**src/rtl/trig_pkg.sv**
```systemverilog
// Shared encodings for the trigger engine: capture modes and FSM states.
package trig_pkg;

  localparam logic [1:0] MODE_RISE   = 2'b00;
  localparam logic [1:0] MODE_FALL   = 2'b01;
  localparam logic [1:0] MODE_EITHER = 2'b10;
  localparam logic [1:0] MODE_OFF    = 2'b11;

  typedef enum logic [1:0] {
    ST_IDLE    = 2'd0,
    ST_ARMED   = 2'd1,
    ST_HOLDOFF = 2'd2
  } trig_state_t;

endpackage

```
**src/rtl/trig_window_cmp.sv**
```systemverilog
// Compares every tap of one window half against a threshold and AND-reduces.
// GE=1 checks tap >= thresh for all taps, GE=0 checks tap <= thresh.
module trig_window_cmp #(
  parameter int DATA_W = 8,
  parameter int N      = 5,
  parameter bit GE     = 1'b1
) (
  input  logic [N*DATA_W-1:0] taps,
  input  logic [DATA_W-1:0]   thresh,
  output logic                all_ok
);

  always_comb begin
    all_ok = 1'b1;
    for (int i = 0; i < N; i++) begin
      if (GE) begin
        if (taps[i*DATA_W +: DATA_W] < thresh) all_ok = 1'b0;
      end else begin
        if (taps[i*DATA_W +: DATA_W] > thresh) all_ok = 1'b0;
      end
    end
  end

endmodule

```
**src/rtl/trig_engine.sv**
```systemverilog
// Edge trigger over a two-half sample window with holdoff and single-shot.
// Optional hysteresis is enabled by defining TRIG_HYST_EN.
//
//   state      | meaning
//   -----------+-----------------------------------------------
//   ST_IDLE    | not looking for edges; waits for arm
//   ST_ARMED   | evaluating the window on every accepted sample
//   ST_HOLDOFF | edge seen; counting accepted samples to re-arm
module trig_engine
  import trig_pkg::*;
#(
  parameter int DATA_W   = 8,
  parameter int HALF_WIN = 5,
  parameter int HOLD_W   = 16
) (
  input  logic              clk,
  input  logic              rst,
  input  logic [DATA_W-1:0] din,
  input  logic              din_valid,
  input  logic [DATA_W-1:0] level,
  input  logic [DATA_W-1:0] hyst,
  input  logic [1:0]        mode,
  input  logic [HOLD_W-1:0] holdoff,
  input  logic              cfg_load,
  input  logic              arm,
  input  logic              disarm,
  input  logic              single,
  output logic [DATA_W-1:0] dout,
  output logic              dout_valid,
  output logic              trig,
  output logic              armed
);

  localparam int TAPS   = 2 * HALF_WIN;
  localparam int FILL_W = $clog2(TAPS + 1);
  localparam logic [FILL_W-1:0] FILL_FULL = FILL_W'(TAPS);

  logic [DATA_W-1:0]          taps [TAPS];
  logic [HALF_WIN*DATA_W-1:0] new_bus, old_bus;
  logic [HALF_WIN-1:0]        pend;
  logic [HALF_WIN:0]          pend_nx;
  logic [FILL_W-1:0]          fill_cnt;
  logic                       filled;

  logic [DATA_W-1:0] level_q;
  logic [1:0]        mode_q;
  logic [HOLD_W-1:0] holdoff_q;
  logic [DATA_W-1:0] lo, hi;
  logic              hyst_zero;

  trig_state_t       state;
  logic [HOLD_W-1:0] hold_cnt;

  logic old_le_lo, new_ge_lvl, old_ge_hi, new_le_lvl;
  logic rise_hit, fall_hit, hit, det;

  always_ff @(posedge clk or posedge rst) begin
    if (rst) begin
      level_q   <= {1'b1, {(DATA_W-1){1'b0}}};
      mode_q    <= MODE_RISE;
      holdoff_q <= '0;
    end else if (cfg_load) begin
      level_q   <= level;
      mode_q    <= mode;
      holdoff_q <= holdoff;
    end
  end

`ifdef TRIG_HYST_EN
  logic [DATA_W-1:0] hyst_q;
  logic [DATA_W:0]   lo_ext, hi_ext;

  always_ff @(posedge clk or posedge rst) begin
    if (rst)           hyst_q <= '0;
    else if (cfg_load) hyst_q <= hyst;
  end

  assign lo_ext    = {1'b0, level_q} - {1'b0, hyst_q};
  assign hi_ext    = {1'b0, level_q} + {1'b0, hyst_q};
  assign lo        = lo_ext[DATA_W] ? '0 : lo_ext[DATA_W-1:0];
  assign hi        = hi_ext[DATA_W] ? '1 : hi_ext[DATA_W-1:0];
  assign hyst_zero = (hyst_q == '0);
`else
  logic unused_hyst;
  assign unused_hyst = ^hyst;
  assign lo          = level_q;
  assign hi          = level_q;
  assign hyst_zero   = 1'b1;
`endif

  for (genvar i = 0; i < HALF_WIN; i++) begin : g_bus
    assign new_bus[i*DATA_W +: DATA_W] = taps[i];
    assign old_bus[i*DATA_W +: DATA_W] = taps[HALF_WIN+i];
  end

  trig_window_cmp #(.DATA_W(DATA_W), .N(HALF_WIN), .GE(1'b0)) u_old_le_lo (
    .taps(old_bus), .thresh(lo), .all_ok(old_le_lo));
  trig_window_cmp #(.DATA_W(DATA_W), .N(HALF_WIN), .GE(1'b1)) u_new_ge_lvl (
    .taps(new_bus), .thresh(level_q), .all_ok(new_ge_lvl));
  trig_window_cmp #(.DATA_W(DATA_W), .N(HALF_WIN), .GE(1'b1)) u_old_ge_hi (
    .taps(old_bus), .thresh(hi), .all_ok(old_ge_hi));
  trig_window_cmp #(.DATA_W(DATA_W), .N(HALF_WIN), .GE(1'b0)) u_new_le_lvl (
    .taps(new_bus), .thresh(level_q), .all_ok(new_le_lvl));

  assign rise_hit = old_le_lo & new_ge_lvl & (hyst_zero | (taps[TAPS-1] < lo));
  assign fall_hit = old_ge_hi & new_le_lvl & (hyst_zero | (taps[TAPS-1] > hi));

  always_comb begin
    case (mode_q)
      MODE_RISE:   hit = rise_hit;
      MODE_FALL:   hit = fall_hit;
      MODE_EITHER: hit = rise_hit | fall_hit;
      default:     hit = 1'b0;
    endcase
  end

  assign filled  = (fill_cnt == FILL_FULL);
  // disarm wins over a detection landing in the same cycle
  assign det     = din_valid & ~disarm & (state == ST_ARMED) & filled & hit;
  assign pend_nx = {pend, det};

  always_ff @(posedge clk or posedge rst) begin
    if (rst) begin
      for (int i = 0; i < TAPS; i++) taps[i] <= '0;
      dout       <= '0;
      dout_valid <= 1'b0;
      trig       <= 1'b0;
      pend       <= '0;
      fill_cnt   <= '0;
    end else begin
      dout_valid <= din_valid;
      trig       <= din_valid & pend[HALF_WIN-1];
      if (din_valid) begin
        taps[0] <= din;
        for (int i = 1; i < TAPS; i++) taps[i] <= taps[i-1];
        dout <= taps[TAPS-1];
        // pending bit travels in step with the crossing sample toward dout
        pend <= pend_nx[HALF_WIN-1:0];
        if (!filled) fill_cnt <= fill_cnt + 1'b1;
      end
    end
  end

  always_ff @(posedge clk or posedge rst) begin
    if (rst) begin
      state    <= ST_IDLE;
      hold_cnt <= '0;
      armed    <= 1'b0;
    end else if (disarm) begin
      state <= ST_IDLE;
      armed <= 1'b0;
    end else begin
      case (state)
        ST_IDLE: begin
          if (arm) begin
            state <= ST_ARMED;
            armed <= 1'b1;
          end
        end
        ST_ARMED: begin
          if (det) begin
            armed <= 1'b0;
            if (single) begin
              state <= ST_IDLE;
            end else begin
              state    <= ST_HOLDOFF;
              hold_cnt <= holdoff_q;
            end
          end
        end
        ST_HOLDOFF: begin
          if (din_valid) begin
            if (hold_cnt == '0) begin
              state <= ST_ARMED;
              armed <= 1'b1;
            end else begin
              hold_cnt <= hold_cnt - 1'b1;
            end
          end
        end
        default: begin
          state <= ST_IDLE;
          armed <= 1'b0;
        end
      endcase
    end
  end

endmodule

```
**config.mk**
```make
export PLATFORM = sky130hd
export DESIGN_NAME = trig_engine
export DESIGN_NICKNAME = d
export VERILOG_FILES = /design/src/rtl/trig_pkg.sv /design/src/rtl/trig_window_cmp.sv /design/src/rtl/trig_engine.sv
export SDC_FILE = /design/constraint.sdc
export NUM_CORES = 1
export LEC_CHECK = 0
export ABC_AREA = 1
export CAP_MARGIN = 20
export CORE_MARGIN = 2
export CORE_UTILIZATION = 50
export DETAILED_ROUTE_END_ITERATION = 10
export PLACE_DENSITY = 0.7
export SLEW_MARGIN = 10
export SYNTH_ARGS = -nofsm -noshare
export SYNTH_HDL_FRONTEND = slang
export SYNTH_SLANG_ARGS = --single-unit
```
**constraint.sdc**
```tcl
create_clock -name clk -period 10.2 [get_ports clk]
set_input_delay 2.04 -clock clk [delete_from_list [all_inputs] [get_ports clk]]
set_output_delay 2.04 -clock clk [all_outputs]
set_load 0.05 [all_outputs]
```
==> results of run 1 <==
[area by class of cell]
cell class	count	area, um2
Fill cell	1415	6472
Multi-Input combinational cell	680	3777
Sequential cell	143	3580
Tap cell	216	270.3
Timing Repair Buffer	55	530.5
Clock buffer	23	488.0
Inverter	122	462.9
Clock inverter	9	131.4
[metal layers]
metal | vias up | wire, um
li1 | 3230 | -
met1 | 2961 | 8036
met2 | 117 | 7998
met3 | 19 | 678
met4 | 0 | 261
met5 | - | 0
[flip-flops by register name (all words and copies together) (netlist names)]
signal	cells
armed	1
dout	8
dout_valid	1
fill_cnt	4
hi	8
hold_cnt	16
holdoff_q	16
mode_q	2
new_bus	40
old_bus	40
pend	5
state	1
trig	1
[power by group]
part           switching, mW  internal [mW]  total (mW)
Combinational          0.310          0.191       0.501
Clock                  0.236          0.410       0.646
Sequential            0.0582          0.647       0.705
Total                  0.605           1.25        1.85
[per-stage QoR]
step	util, %	instances	hold slack [ps]	power (mW)	worst slack, ps
global route	58.81	1248	496.7	1.980	6199
detailed placement	54.87	1216	452.3	1.213	5941
floorplan	-	976	436.5	1.083	4324
global placement	54.87	1216	454.1	1.195	6015
CTS	58.81	1248	468.3	1.867	6363
finish	58.81	1248	470.8	1.853	6372
[how the worst max path moves through the flow]
stage | to | slack, ps | cells after the start
2_1_floorplan | armed | 4320 | 1
3_3_place_gp | hold_cnt[0] | 6010 | 9
3_5_place_dp | hold_cnt[7] | 5940 | 9
4_1_cts | hold_cnt[15] | 6360 | 9
5_1_grt | hold_cnt[15] | 6200 | 9
6_report | hold_cnt[15] | 6370 | 9
[cells in the mapped netlist, drive strengths merged, types with 5 or more instances]
cell type	instances	share of area, %
ha	83	13
dfrtp	142	45
a21o	7	0.66
a21oi	32	2.0
clkbuf	26	1.2
nand2	308	15
nand4	11	0.87
nand3	32	2.1
buf	5	0.39
nor2	52	2.7
inv	122	5.8
o21ai	122	7.7
[cell families after synthesis]
group,Yosys count,synth area share (%)
DFF,143,45.06
adders and majority gates,83,13.07
and+or+nand+nor,416,22.03
xor gates and xnor gates,4,0.4411
muxes,4,0.5670
AOI/OAI and AO/OA,173,11.43
buffers and inverters,153,7.387
[worst min-delay path: cells and delay by family (launching register included)]
kind	cells	cell delay, ps
DFF	1	340
and+or+nand+nor	2	100
==> impl_metrics.csv, run 1 <==
group,metric,value,unit
finish,final_nets,1151,
clocking,clk_pin_slew_worst_paths,60,ps
sta,relSlewSlack,34.71,%
worst_setup_path,crit_required,10520,ps
sta,post-route-min-period,3828,ps
synthesis,syn-cell-area,7944,um2
worst_setup_path,reg2reg_from,"hi[3]",
clocking,post_cts_buffers,0,
place,gp_congestion,0.8659,
run_status,outcome,"finished, final reports clean",
sta,slew_violations,0,
power,cellLeakagePower,4.745,nW
synthesis,synth-edff-count,0,
worst_setup_path,critPathTopFamily,"simple AND/OR/NAND/NOR gates",
worst_setup_path,cp-start-kind,"input port",
global_routing,grt.met3_usage,5.371,%
clocking,ctsHoldBuffers,0,
global_routing,track_usage,21.76,%
floorplanning,initial_utilization,50.56,%
worst_setup_path,r2r_cells,16,
sta,clock.fmax,0.2612,GHz
finish,fin_area,9240,um2
synthesis,ys_seq_elements,143,
worst_setup_path,end_kind,"flop",
finish,mostFrequentLayoutCell,"nand2_1",
finish,drive_gt1_share,6.008,%
finish,antenna_cells,0,
clocking,clockBufferDepth,2,
sta,post-route-period-util,37.53,%
clocking,cts_tree,"yes",
place,io_buffers,51,
power,powerDensity,200.5,nW/um2
clocking,cts_resized,0,
worst_setup_path,path_buf_inv,3,
clocking,cts_buffers,17,
hold_path,min_path_type,"reg -> reg",
synthesis,yosysWarningCount,0,
worst_setup_path,critPathMaxStageDelay,730,ps
global_routing,grt_pass1_wl,28640,um
sta,final_hold_viol_count,0,
hold_path,whs_path_depth,2,
sta,finalSetupTns,0,ps
worst_setup_path,r2r_slack,7350,ps
floorplanning,die-area,16910,um2
route,vias,6327,
global_routing,overflow,0,
hold_path,worstHoldEndpoint,"pend[3]",
clocking,worst_skew_pair.late_latency,430,ps
floorplanning,die_height,130.0,um
route,firstDrtPassIters,5,
route,wl_per_cell,13.60,um
global_routing,grtUsageMet1,28.05,%
hold_path,min-delay-start,"pend[3]",
worst_setup_path,reg2reg_to,"hold_cnt[15]",
route,route.detailed.drc,0,
synthesis,synth_area_per_cell,8.139,um2
synthesis,syn-num-nets,1108,
floorplanning,core,15710,um2
synthesis,synth_ff_type,"dfrtp_1",
run,drv_cap,0,
global_routing,grt_pass1_vias,6168,
route,routed_wl,16970,um
worst_setup_path,cp_max_fo,108,
floorplanning,num_rows,46,
synthesis,netlist-cell-type-count,41,
route,antenna_left,0,
floorplanning,pin_count,60,
finish,layout_common_cells,"nand2_1, dfrtp_1, o21ai_0, inv_1, ha_1",
power,vdd_drop_max,141.2,uV
synthesis,yosysSeqAreaShare,45.06,%
place,dp_hpwl,11490,um
finish,areaGrowthSynthToFinish,16.32,%
synthesis,async_flop_share,100.0,%
sta,grt_setup_unrepaired,"false",
clocking,cts.sinks,143,
worst_setup_path,cpMaxStageDelayCell,"buf_4",
sta,fin_skew,7.770,ps
worst_setup_path,critical_path_class,"in -> reg",
global_routing,use_met2,36.19,%
sta,worst_slew_pin_slew,978.4,ps
synthesis,syn-instance-count,976,
clocking,cts-root-buf,"clkbuf_16",
sta,finalSetupViolCount,0,
floorplanning,die_w,130.0,um
worst_setup_path,cp.arrival,4150,ps
clocking,htreeDepth,4,
global_routing,grt_max_degree,109,
route,via_per_inst,5.070,
worst_setup_path,path_cells,"buf_2 -> buf_4 -> inv_2 -> nor4_2 -> nand3_2 -> nand2_4 -> nand2_4 -> nand2_1 -> nand2_1",
worst_setup_path,crit_start,"din_valid",
place,place_area,8621,um2
route,first_iter_violations,347,
global_routing,top_usage_layer,"met2",
global_routing,antenna_found_initial,0,
No activity file was read; power rests on OpenSTA's default activity.
==> run 2, diff against run 1 <==
==> constraint.sdc (replaced) <==
create_clock -name clk -period 4 [get_ports clk]
set_input_delay 0.8 -clock clk [delete_from_list [all_inputs] [get_ports clk]]
set_output_delay 0.8 -clock clk [all_outputs]
set_load 0.05 [all_outputs]
==> impl_metrics.csv, run 2 (synthesized netlist as in run 1, its figures left out) <==
group,metric,value,unit
run_status,outcome,"finished, final reports clean",
route,vias,6365,
floorplanning,die_w,130.0,um
power,power_frac_comb,27.1,%
worst_setup_path,path_cells,"inv_1 -> ha_1 -> nand2_1 -> nor2_1 -> nand2_1 -> nand2_1 -> nand2_1 -> inv_1 -> nand2_1 -> nor2_1 -> nand2_1 -> nand2_1 -> nand3_2 -> nand2_4 -> nand2_4 -> nand2_1 -> nand2_1",
place,dp.cells,1217,
worst_setup_path,critical_path_class,"reg -> reg",
global_routing,grt_pass1_vias,6110,
sta,slew_violations,0,
worst_setup_path,end_kind,"flop",
worst_setup_path,cp-start-kind,"flop",
run,drv_cap,0,
place,io_buffers,51,
worst_setup_path,cpMaxStageDelayCell,"dfstp_2",
clocking,cts_resized,0,
worst_setup_path,reg2reg_to,"hold_cnt[9]",
clocking,post_cts_buffers,0,
clocking,cts_tree,"yes",
clocking,cts_buffers,17,
power,p_int,3.204,mW
place,place_area,8647,um2
sta,post-route-min-period,2807,ps
worst_setup_path,reg2reg_from,"hi[7]",
hold_path,min-delay-start,"pend[4]",
global_routing,track_usage,21.50,%
global_routing,grt_pass1_wl,28350,um
route,firstDrtPassIters,5,
worst_setup_path,cp.arrival,3120,ps
finish,layout_common_cells,"nand2_1, dfrtp_1, o21ai_0, inv_1, ha_1",
finish,fin_area,9263,um2
clocking,cts.sinks,143,
worst_setup_path,critPathMaxStageDelay,510,ps
power,cellLeakagePower,4.754,nW
sta,worst_slew_pin_slew,962.3,ps
worst_setup_path,r2r_cells,17,
finish,final_nets,1152,
global_routing,overflow,0,
worst_setup_path,r2r_slack,1190,ps
finish,mostFrequentLayoutCell,"nand2_1",
hold_path,worstHoldEndpoint,"trig",
hold_path,min_path_type,"reg -> reg",
worst_setup_path,path_buf_inv,2,
sta,relSlewSlack,35.85,%
worst_setup_path,crit_required,4310,ps
route,routed_wl,16870,um
power,powerDensity,511.0,nW/um2
clocking,worst_skew_pair.late_latency,430,ps
power,vdd_drop_max,298.0,uV
sta,finalSetupViolCount,0,
power,power.share.switching,32.31,%
floorplanning,die-area,16910,um2
sta,finalSetupTns,0,ps
route,route.detailed.drc,0,
finish,antenna_cells,0,
place,dp_hpwl,11440,um
place,gp_congestion,0.8263,
finish,areaGrowthSynthToFinish,16.60,%
worst_setup_path,critPathTopFamily,"simple AND/OR/NAND/NOR gates",
finish,finalNonFillerCells,1249,
route,antenna_left,0,
clocking,ctsHoldBuffers,0,
floorplanning,die_height,130.0,um
global_routing,grt_max_degree,125,
power,power_frac_seq,37.9,%
worst_setup_path,path_common_cell,"nand2_1",
sta,grt_setup_unrepaired,"false",
sta,hold-worst-slack,457.5,ps
floorplanning,core,15710,um2
worst_setup_path,cp_max_fo,17,
route,first_iter_violations,441,
power,power.share.clock,35.0,%
route,via_per_inst,5.096,
clocking,htreeDepth,4,
floorplanning,num_rows,46,
power,power_switching,1.529,mW
sta,fin_skew,14.52,ps
floorplanning,initial_utilization,50.56,%
clocking,cts-root-buf,"clkbuf_16",
global_routing,antenna_found_initial,0,
worst_setup_path,path_depth,17,
floorplanning,pin_count,60,
sta,post-route-period-util,70.18,%
finish,drive_gt1_share,5.712,%
sta,clock.fmax,0.3562,GHz
hold_path,whs_path_depth,2,
route,wl_per_cell,13.50,um
worst_setup_path,crit_start,"hi[7]",
clocking,clockBufferDepth,2,
sta,final_hold_viol_count,0,
clocking,clk_pin_slew_worst_paths,60,ps
run 2: layout make-up:
cell class,instances,area (um2)
flip-flops and latches,143,3580
clock buffers,27,513.0
clock inverters,5,102.6
repair buffers,56,558.0
well taps,216,270.3
fillers,1450,6450
inverters,122,461.7
multi-input cells,680,3777
run 2: worst max-delay path by stage:
stage	to	slack [ps]
after CTS	hold_cnt[0]	1200
after floorplan	armed	1410
after global placement	hold_cnt[0]	1280
after detailed placement	hold_cnt[9]	1210
final	hold_cnt[9]	1190
after global routing	hold_cnt[9]	960
run 2: worst min-delay path, stage by stage, from the launching register on:
cell and delay, ps:
dfrtp_1 340, nand2_1 50, inv_1 40
run 2: metal layers:
metal  part of all wire [%]  vias to the layer above  track usage, %
met5                      0                        -               0
met4                    2.4                        0           8.918
met3                    2.8                       25           4.018
met2                     47                       97           34.65
met1                     48                     3008           28.72
li1                       -                     3235               -
run 2: power by group through the flow:
stage | Sequential [mW] | Clock, mW | Combinational (mW)
final | 1.79 | 1.65 | 1.28
after global routing | 1.82 | 1.76 | 1.48
after CTS | 1.79 | 1.68 | 1.30
after detailed placement | 1.82 | 0 | 1.28
after global placement | 1.81 | 0 | 1.23
after floorplan | 1.84 | 0 | 0.920
run 2: stage by stage:
step | setup slack, ps | power [mW] | util [%]
3_3_place_gp | 1280 | 3.040 | 55.03
5_1_grt | 963.5 | 5.053 | 58.95
3_5_place_dp | 1211 | 3.097 | 55.03
2_1_floorplan | 1410 | 2.761 | -
4_1_cts | 1201 | 4.768 | 58.95
6_report | 1193 | 4.733 | 58.95
==> run 3, diff against run 2 <==
--- a/config.mk
+++ b/config.mk
@@ -10,7 +10,7 @@
 export CORE_MARGIN = 2
 export CORE_UTILIZATION = 50
 export DETAILED_ROUTE_END_ITERATION = 10
-export PLACE_DENSITY = 0.7
+export PLACE_DENSITY = 0.73
 export SLEW_MARGIN = 10
 export SYNTH_ARGS = -nofsm -noshare
 export SYNTH_HDL_FRONTEND = slang
==> constraint.sdc (replaced) <==
create_clock -name clk -period 2.3 [get_ports clk]
set_input_delay 0.46 -clock clk [delete_from_list [all_inputs] [get_ports clk]]
set_output_delay 0.46 -clock clk [all_outputs]
set_load 0.05 [all_outputs]
==> impl_metrics.csv, run 3 (synthesized netlist as in run 1, its figures left out) <==
group,metric,value,unit
floorplanning,core,15710,um2
route,first_iter_violations,414,
worst_setup_path,cp-start-kind,"flop",
power,powerDensity,892.9,nW/um2
worst_setup_path,critPathMaxStageDelay,540,ps
clocking,ctsHoldBuffers,0,
floorplanning,num_rows,46,
sta,grt_setup_unrepaired,"true",
clocking,cts_buffers,17,
sta,final_hold_viol_count,0,
sta,finalSetupViolCount,18,
global_routing,grt_pass1_wl,31080,um
sta,relSlewSlack,48.97,%
floorplanning,initial_utilization,50.56,%
floorplanning,die_w,130.0,um
worst_setup_path,reg2reg_to,"hold_cnt[14]",
worst_setup_path,crit_start,"hi[7]",
route,via_per_inst,5.150,
clocking,cts-root-buf,"clkbuf_16",
sta,slew_violations,0,
finish,areaGrowthSynthToFinish,25.33,%
route,vias,6571,
worst_setup_path,crit_required,2610,ps
global_routing,track_usage,23.48,%
place,gp_congestion,0.8343,
power,vdd_drop_max,598.1,uV
worst_setup_path,cp.arrival,2890,ps
place,place_area,8922,um2
clocking,clk_pin_slew_worst_paths,60,ps
finish,layout_common_cells,"nand2_1, dfrtp_1, o21ai_0, inv_1, ha_1",
worst_setup_path,r2r_slack,-280,ps
sta,post-route-min-period,2581,ps
sta,fin_skew,7.352,ps
finish,drive_gt1_share,13.40,%
sta,worst_slew_pin_slew,765.4,ps
worst_setup_path,critical_path_class,"reg -> reg",
place,io_buffers,51,
global_routing,grt_max_degree,107,
floorplanning,die_height,130.0,um
run,drv_cap,0,
sta,clock.fmax,0.3874,GHz
finish,antenna_cells,0,
floorplanning,pin_count,60,
sta,finalSetupTns,-4214,ps
run_status,violations,"negative setup slack",
floorplanning,die-area,16910,um2
global_routing,antenna_found_initial,0,
worst_setup_path,reg2reg_from,"hi[7]",
route,wl_per_cell,14.20,um
worst_setup_path,r2r_cells,17,
clocking,worst_skew_pair.late_latency,430,ps
place,dp_hpwl,11870,um
clocking,clockBufferDepth,2,
worst_setup_path,cp_max_fo,8,
power,finalPower,8.890,mW
route,antenna_left,0,
sta,post-route-period-util,112.2,%
route,firstDrtPassIters,5,
hold_path,min_path_type,"in -> async",
worst_setup_path,path_cells,"clkinvlp_4 -> ha_1 -> nand2_1 -> nor2_2 -> nand2_1 -> nand2_2 -> nand2_1 -> inv_1 -> nand2_2 -> nor2_1 -> nand2_1 -> nand2_2 -> nand3_2 -> nand2_4 -> nand2_4 -> nand2_1 -> nand2_1",
global_routing,grt_pass1_vias,6632,
sta,setup_ws,-281.2,ps
route,route.detailed.drc,0,
place,dp.cells,1237,
worst_setup_path,cpMaxStageDelayCell,"dfstp_2",
worst_setup_path,crit_end,"hold_cnt[14]",
finish,final_nets,1179,
clocking,cts_tree,"yes",
clocking,htreeDepth,4,
finish,mostFrequentLayoutCell,"nand2_1",
worst_setup_path,end_kind,"flop",
global_routing,overflow,0,
finish,fin_area,9956,um2
route,routed_wl,18120,um
clocking,cts.sinks,143,
power,cellLeakagePower,4.969,nW
finish,finalNonFillerCells,1276,
worst_setup_path,path_common_cell,"nand2_1",
run_status,outcome,"complete, but fails checks",
==> run 3: cell count changes in the layout (fill, tap and decap cells not counted), moves of 4 or more <==
cell,change
nand2_1,-21
ha_4,+9
nor2_2,+11
buf_12,+11
nand2_2,+20
ha_1,-9
nor2_1,-15
nor2_4,+4
buf_6,+6
buf_4,+9
nand3_1,-4
nand3_2,+4
==> run 3: final cells by class <==
| type | instances | area (um2) |
|---|---|---|
| Clock inverter | 11 | 210.2 |
| Inverter | 122 | 465.4 |
| Timing Repair Buffer | 82 | 913.4 |
| Tap cell | 216 | 270.3 |
| Sequential cell | 143 | 3580 |
| Fill cell | 1290 | 5757 |
| Multi-Input combinational cell | 681 | 4056 |
| Clock buffer | 21 | 460.4 |
==> run 3: per-layer routing <==
layer	part of all wire, %	routed length, um	up-vias	GRT usage (%)
met4	2.9	530	0	9.551
met1	45	8165	3127	30.31
met3	3.2	583	40	5.125
li1	-	-	3290	-
met2	49	8835	114	38.65
met5	0	0	-	0
==> run 3: metrics by stage <==
step	worst slack, ps	utilization (%)	hold WS (ps)
floorplan	49.76	-	436.5
global placement	-201.4	56.78	456.2
detailed placement	-282.1	56.78	456.0
CTS	-182.5	63.14	379.5
global route	-434.5	63.36	387.4
finish	-281.2	63.36	375.7
==> run 3: worst min path at each step <==
stage                        from            to  cells past startpoint
after floorplan           pend[4]          trig                      2
after global placement    pend[1]       pend[1]                      2
after detailed placement  pend[4]          trig                      2
after CTS                     rst  hold_cnt[12]                      2
after global routing          rst   old_bus[21]                      2
final                         rst   old_bus[21]                      2
==> run 3: power by group <==
group / leakage, nW / total (mW) / switching (mW) / internal, mW
Clock: 0.323 / 3.14 / 1.05 / 2.08
Combinational: 2.81 / 2.61 / 1.54 / 1.07
Sequential: 1.83 / 3.15 / 0.277 / 2.87
==> run 3: repair_timing <==
item,in CTS,in global routing
pin swaps,40,9
setup endpoints to repair,19,19
gates resized for setup,58,10
gates cloned,1,0
setup buffers,6,0
==> run 3: worst max-delay path, delay by kind of cell, from the launching register on <==
family,cells,cell delay [ps]
buf+inv,2,230
flops,1,540
simple gates,14,1370
fa+ha+maj,1,330
